<file path="config.mk">
export PLATFORM = sky130hd
export DESIGN_NAME = div_result_buffer
export DESIGN_NICKNAME = d
export VERILOG_FILES = /design/src/rtl/div_pkg.sv /design/src/rtl/div_fifo2.sv /design/src/rtl/div_result_buffer.sv
export SDC_FILE = /design/constraint.sdc
export NUM_CORES = 1
export LEC_CHECK = 0
export ABC_AREA = 1
export CORE_MARGIN = 2
export CORE_UTILIZATION = 50
export DETAILED_ROUTE_END_ITERATION = 16
export PLACE_DENSITY = 0.9
export SYNTH_ARGS = -nofsm -noshare
export SYNTH_HDL_FRONTEND = slang
export SYNTH_SLANG_ARGS = --single-unit
</file>
<file path="constraint.sdc">
create_clock -name clk -period 3.56 [get_ports clk]
set_input_delay 0.712 -clock clk [delete_from_list [all_inputs] [get_ports clk]]
set_output_delay 0.712 -clock clk [all_outputs]
set_load 0.01 [all_outputs]
</file>
<file path="src/rtl/div_pkg.sv">
// Shared types and the remainder consistency check for the divider result buffer.
package div_pkg;

    localparam int DIV_QW = 3;
    localparam int DIV_DW = 2;
    localparam int DIV_RW = 8;

    typedef struct packed {
        logic [DIV_QW-1:0] q;
        logic [DIV_DW-1:0] rem;
        logic              dbz;
        logic              err;
    } div_result_t;

    // A remainder is consistent only if the upper rout bits are clear and rem < divisor.
    function automatic logic [1:0] rem_check(input logic [DIV_RW-1:0] rout,
                                             input logic [DIV_DW-1:0] dv);
        logic dbz;
        logic err;
        dbz = (dv == '0);
        err = !dbz && ((rout[DIV_RW-1:DIV_DW] != '0) || (rout[DIV_DW-1:0] >= dv));
        return {dbz, err};
    endfunction

endpackage

</file>
<file path="src/rtl/div_fifo2.sv">
// Two-entry circular valid/ready FIFO; ready depends only on the registered count.
module div_fifo2 #(
    parameter int W = 8
) (
    input  logic         clk,
    input  logic         rst_n,
    input  logic         i_push_valid,
    output logic         o_push_ready,
    input  logic [W-1:0] i_push_data,
    output logic         o_pop_valid,
    input  logic         i_pop_ready,
    output logic [W-1:0] o_pop_data
);

    logic [W-1:0] r_mem [2];
    logic         r_wptr;
    logic         r_rptr;
    logic [1:0]   r_count;
    logic         w_push;
    logic         w_pop;

    assign o_push_ready = (r_count != 2'd2);
    assign o_pop_valid  = (r_count != 2'd0);
    assign w_push       = i_push_valid && o_push_ready;
    assign w_pop        = o_pop_valid && i_pop_ready;
    assign o_pop_data   = o_pop_valid ? r_mem[r_rptr] : '0;

    always_ff @(posedge clk) begin
        if (!rst_n) begin
            r_wptr  <= 1'b0;
            r_rptr  <= 1'b0;
            r_count <= 2'd0;
        end else begin
            if (w_push) begin
                r_wptr <= ~r_wptr;
            end
            if (w_pop) begin
                r_rptr <= ~r_rptr;
            end
            case ({w_push, w_pop})
                2'b10:   r_count <= r_count + 2'd1;
                2'b01:   r_count <= r_count - 2'd1;
                default: r_count <= r_count;
            endcase
        end
    end

    // Storage is not reset; the count alone decides what is visible.
    always_ff @(posedge clk) begin
        if (w_push) begin
            r_mem[r_wptr] <= i_push_data;
        end
    end

endmodule

</file>
<file path="src/rtl/div_result_buffer.sv">
// Captures divider results, flags divide-by-zero / bad remainder, buffers them and counts deliveries.
module div_result_buffer
    import div_pkg::*;
#(
    parameter int QW = DIV_QW,
    parameter int DW = DIV_DW,
    parameter int RW = DIV_RW,
    parameter int CW = 16
) (
    input  logic          clk,
    input  logic          rst_n,
    input  logic          in_valid,
    output logic          in_ready,
    input  logic [QW-1:0] in_q,
    input  logic [RW-1:0] in_rout,
    input  logic [DW-1:0] in_div,
    output logic          out_valid,
    input  logic          out_ready,
    output logic [QW-1:0] out_q,
    output logic [DW-1:0] out_rem,
    output logic          out_dbz,
    output logic          out_err,
    output logic [CW-1:0] cnt_done,
    output logic [CW-1:0] cnt_err
);

    div_result_t   w_entry;
    div_result_t   w_head;
    logic [1:0]    w_flags;
    logic          w_pop;
    logic [CW-1:0] r_cnt_done;
    logic [CW-1:0] r_cnt_err;

    always_comb begin
        w_flags       = rem_check(in_rout, in_div);
        w_entry.q     = in_q;
        w_entry.rem   = in_rout[DW-1:0];
        w_entry.dbz   = w_flags[1];
        w_entry.err   = w_flags[0];
    end

    div_fifo2 #(
        .W($bits(div_result_t))
    ) u_fifo (
        .clk          (clk),
        .rst_n        (rst_n),
        .i_push_valid (in_valid),
        .o_push_ready (in_ready),
        .i_push_data  (w_entry),
        .o_pop_valid  (out_valid),
        .i_pop_ready  (out_ready),
        .o_pop_data   (w_head)
    );

    assign out_q   = w_head.q;
    assign out_rem = w_head.rem;
    assign out_dbz = w_head.dbz;
    assign out_err = w_head.err;
    assign w_pop   = out_valid && out_ready;

    // Debug counters saturate at all-ones instead of wrapping.
    always_ff @(posedge clk) begin
        if (!rst_n) begin
            r_cnt_done <= '0;
            r_cnt_err  <= '0;
        end else if (w_pop) begin
            if (r_cnt_done != '1) begin
                r_cnt_done <= r_cnt_done + 1'b1;
            end
            if ((w_head.err || w_head.dbz) && (r_cnt_err != '1)) begin
                r_cnt_err <= r_cnt_err + 1'b1;
            end
        end
    end

    assign cnt_done = r_cnt_done;
    assign cnt_err  = r_cnt_err;

endmodule

</file>
==> impl_results.md <==
* Status: complete, no violations
* IO Count at 58
* Register area share after synthesis at 0.408
* Max Cap Viol at 0
* Number of cell rows at 27
* Largest net degree at the start of global routing at 21
* Number of synthesized flops with an enable pin at 14
* Most common flop cell mapped by yosys: dfxtp_1
* RSZ-0062 raised after global routing: false
* Die Wd at 79.4 um
* RR Startpoint: cnt_err[1]
* GP Congestion at 0.908
* CTS tree: built
* Post-CTS setup buffers at 0
* Flop2flop setup slack at 1.53 ns
* Vias/cell at 5.15
* Reg clk slew, reported paths at 0.08 ns
* Adder-cell share of the synthesized area at 0.0220
* Total wire length at 6.45 mm
* XOR/XNOR Fraction of Synth Area at 0.0154
* Core Footprint at 5510 um2
* Synth Area in Simple Gates at 0.396
* Post-synthesis compound-gate area fraction at 0.0620
* Pwr Density at 406 nW/um2
* Worst EP required at 2.85 ns
* Post-synth ARST share at 0
* Antenna violations before repair at 0
* CP startpoint kind: flip-flop
* R2r endpoint: cnt_err[11]
* Clock Path Buffers at 2
* Final period util at 0.673
* Post-CTS Hold Fix Bufs at 0
* Share of the synthesized area in the top cell type at 0.260
* Sw Share at 0.340
* Combinational power share at 0.296
* Worst-Skew Late Latency at 0.31 ns
* Yosys Warn Count at 0
* Area grow syn2layout at 23.9%
* Wire per inst at 12.0 um
* Min-Delay Path Depth at 1
* Multiplexer area fraction after synthesis at 0
* Distinct cells, synth at 27
* Worst-path fanout max at 8
* DP Worst Slack at 1.04 ns
* Clk sinks at 51
* Switching Power at 487 uW
* Total CTS buffers at 5
* Starting Density at 0.516
* Layout Nets at 486
* Initial DRC count at 161
* Die area at 6310 um2
* Slowest stage cell, crit path: clkdlybuf4s50_1
* Largest family of logic cells by synthesized area: simple AND/OR/NAND/NOR gates
* Slew margin rel. at 0.513
* Worst VDD drop at 270 uV
* GR Overflow Total at 0
* Synthesized area per cell at 6.94 um2
* Worst path max stage delay at 0.54 ns
* Synth Cell Area at 2840 um2
* Fin. max-slew vios at 0
* Total power at 1430 uW
* Top Usage Layer GRT: met2
* Htree depth at 2
* Crit path capture type: primary output
* Crit path buffers/inverters at 3
* HP Class: flip-flop to flip-flop
* #FFs+latches synth at 51
* Worst EP arrival at 1.68 ns
* Setup TNS at 0 ns
* Final Skew at 0.0102 ns
* Yosys top cell by area: dfxtp_1
* Final Hold Viols at 0
* Worst Reg-to-Reg Cells at 8
* Largest cells by area after synthesis: dfxtp_1 26%, edfxtp_1 15%, nand2_1 15%
* Final Setup Violations at 0
* Layout cells sized above 1 at 0.0624
* Resize count post-CTS at 0
* Mapped Nets at 432
* Gate family responsible for the most delay along the worst path: buffers and inverters
* Commonest cells post-synth: 110 x nand2_1, 76 x nor2_1, 53 x inv_1
* Antenna Cells at 0
* Gr usage total at 0.219
* Antenna Nets Post-Route at 0
* Fmax at 418 MHz
* Setup ws final at 1.17 ns
* Setup CP Type: flip-flop to primary output
* Fin util at 0.640
* Initial DRT Pass Iterations at 4
* Height of the chip at 79.4 um
* Slew @ Worst Pin at 0.728 ns
* Crit path depth at 5
* Leak pwr at 0.00145 uW
* Worst-path cell chain: inv_2 -> nand2_1 -> nand3_2 -> inv_1 -> clkdlybuf4s50_1
* Vias in the first global route at 2647
* Sequential share of power at 0.475
* Met2 usage at 0.398
* Root buffer cell: clkbuf_8
* Drc violations at 0
* Internal Power at 946 uW
* Buffers on Ports at 57
* First-pass GRT wire length at 11.2 mm
* Met3 usage at 0.0419
* Post-Syn Instances at 410
* GR Util met1 at 0.252
* Min Tclk post-route at 2.39 ns
* Hpwl dp at 4.84 mm
* Via count at 2764
* Critical path endpoint: out_dbz
* Cell with the most instances after synthesis: nand2_1
* Clock share of power at 0.229
[layer usage]
layer | vias to the layer above | share of wire
met5 | - | 0
li1 | 1403 | -
met4 | 0 | 0.013
met3 | 8 | 0.037
met1 | 1292 | 0.43
met2 | 61 | 0.52
[worst register-to-register path: stages, from the launching register on]
cell and delay, ns:
dfxtp_1 0.42, ha_1 0.22, nand3_1 0.16, nor2_1 0.14
nand2_1 0.45, nand2_2 0.31, nor2_1 0.08, nor2_1 0.11
nor2_1 0.06
[logic make-up (layout without fill, tap and decap cells)]
family / Yosys count / after routing
AND/OR/NAND/NOR: 248 / 248
buffers and inverters: 66 / 121
flip-flops: 51 / 51
AO/OA/AOI/OAI: 35 / 35
adder cells (fa/ha/maj): 5 / 5
XOR/XNOR: 5 / 5
[registers in the layout (all words and copies together), names as in the netlist, named ones only]
name	flops
cnt_done	16
cnt_err	16
u_fifo.r_mem	14
u_fifo.r_count	2
u_fifo.r_rptr	1
u_fifo.r_wptr	1
[area by class of cell]
type                            instances  area, um2
Clock inverter                          2       8.76
Inverter                               55        206
Timing Repair Buffer                   58        578
Sequential cell                        51       1160
Clock buffer                            6       72.6
Fill cell                             471       1980
Multi-Input combinational cell        293       1410
Tap cell                               72       90.1
[worst min-delay path by stage]
stage	slack, ns	to	from
6_report	0.48	flip-flop	u_fifo.r_rptr
5_1_grt	0.51	u_fifo.r_rptr	u_fifo.r_rptr
4_1_cts	0.48	flip-flop	u_fifo.r_rptr
3_5_place_dp	0.46	u_fifo.r_rptr	u_fifo.r_rptr
3_3_place_gp	0.44	u_fifo.r_rptr	u_fifo.r_rptr
2_1_floorplan	0.42	flip-flop	u_fifo.r_rptr
[power groups by stage]
stage | Sequential, uW | Clock [uW] | Combinational [uW]
detailed placement | 693 | 0 | 424
floorplan | 688 | 0 | 278
global route | 687 | 351 | 464
finish | 680 | 329 | 424
global placement | 692 | 0 | 411
CTS | 680 | 328 | 426
[through the flow]
stage | hold slack, ns | cell area [um2] | std cells
4_1_cts | 0.477 | 3520 | 537
6_report | 0.476 | 3520 | 537
2_1_floorplan | 0.425 | 2840 | 410
5_1_grt | 0.513 | 3520 | 537
3_5_place_dp | 0.457 | 3440 | 529
3_3_place_gp | 0.439 | 3440 | 529
[cell usage in the layout, fill, tap and decap left out, drive strengths merged]
| master | netlist | layout |
|---|---|---|
| buf | 7 | 1 |
| ha | 5 | 5 |
| inv | 55 | 55 |
| edfxtp | 14 | 14 |
| nand2 | 115 | 115 |
| nor3 | 3 | 3 |
| nand4 | 15 | 15 |
| o21ai | 8 | 8 |
| a21oi | 26 | 26 |
| clkinv | 0 | 2 |
| xnor2 | 1 | 1 |
| xor2 | 4 | 4 |
| clkbuf | 4 | 6 |
| clkdlybuf4s50 | 0 | 57 |
| nor4 | 1 | 1 |
| nor2 | 83 | 83 |
| dfxtp | 37 | 37 |
| nand3 | 31 | 31 |
| a31oi | 1 | 1 |
Power figures use the tool's default switching activity.
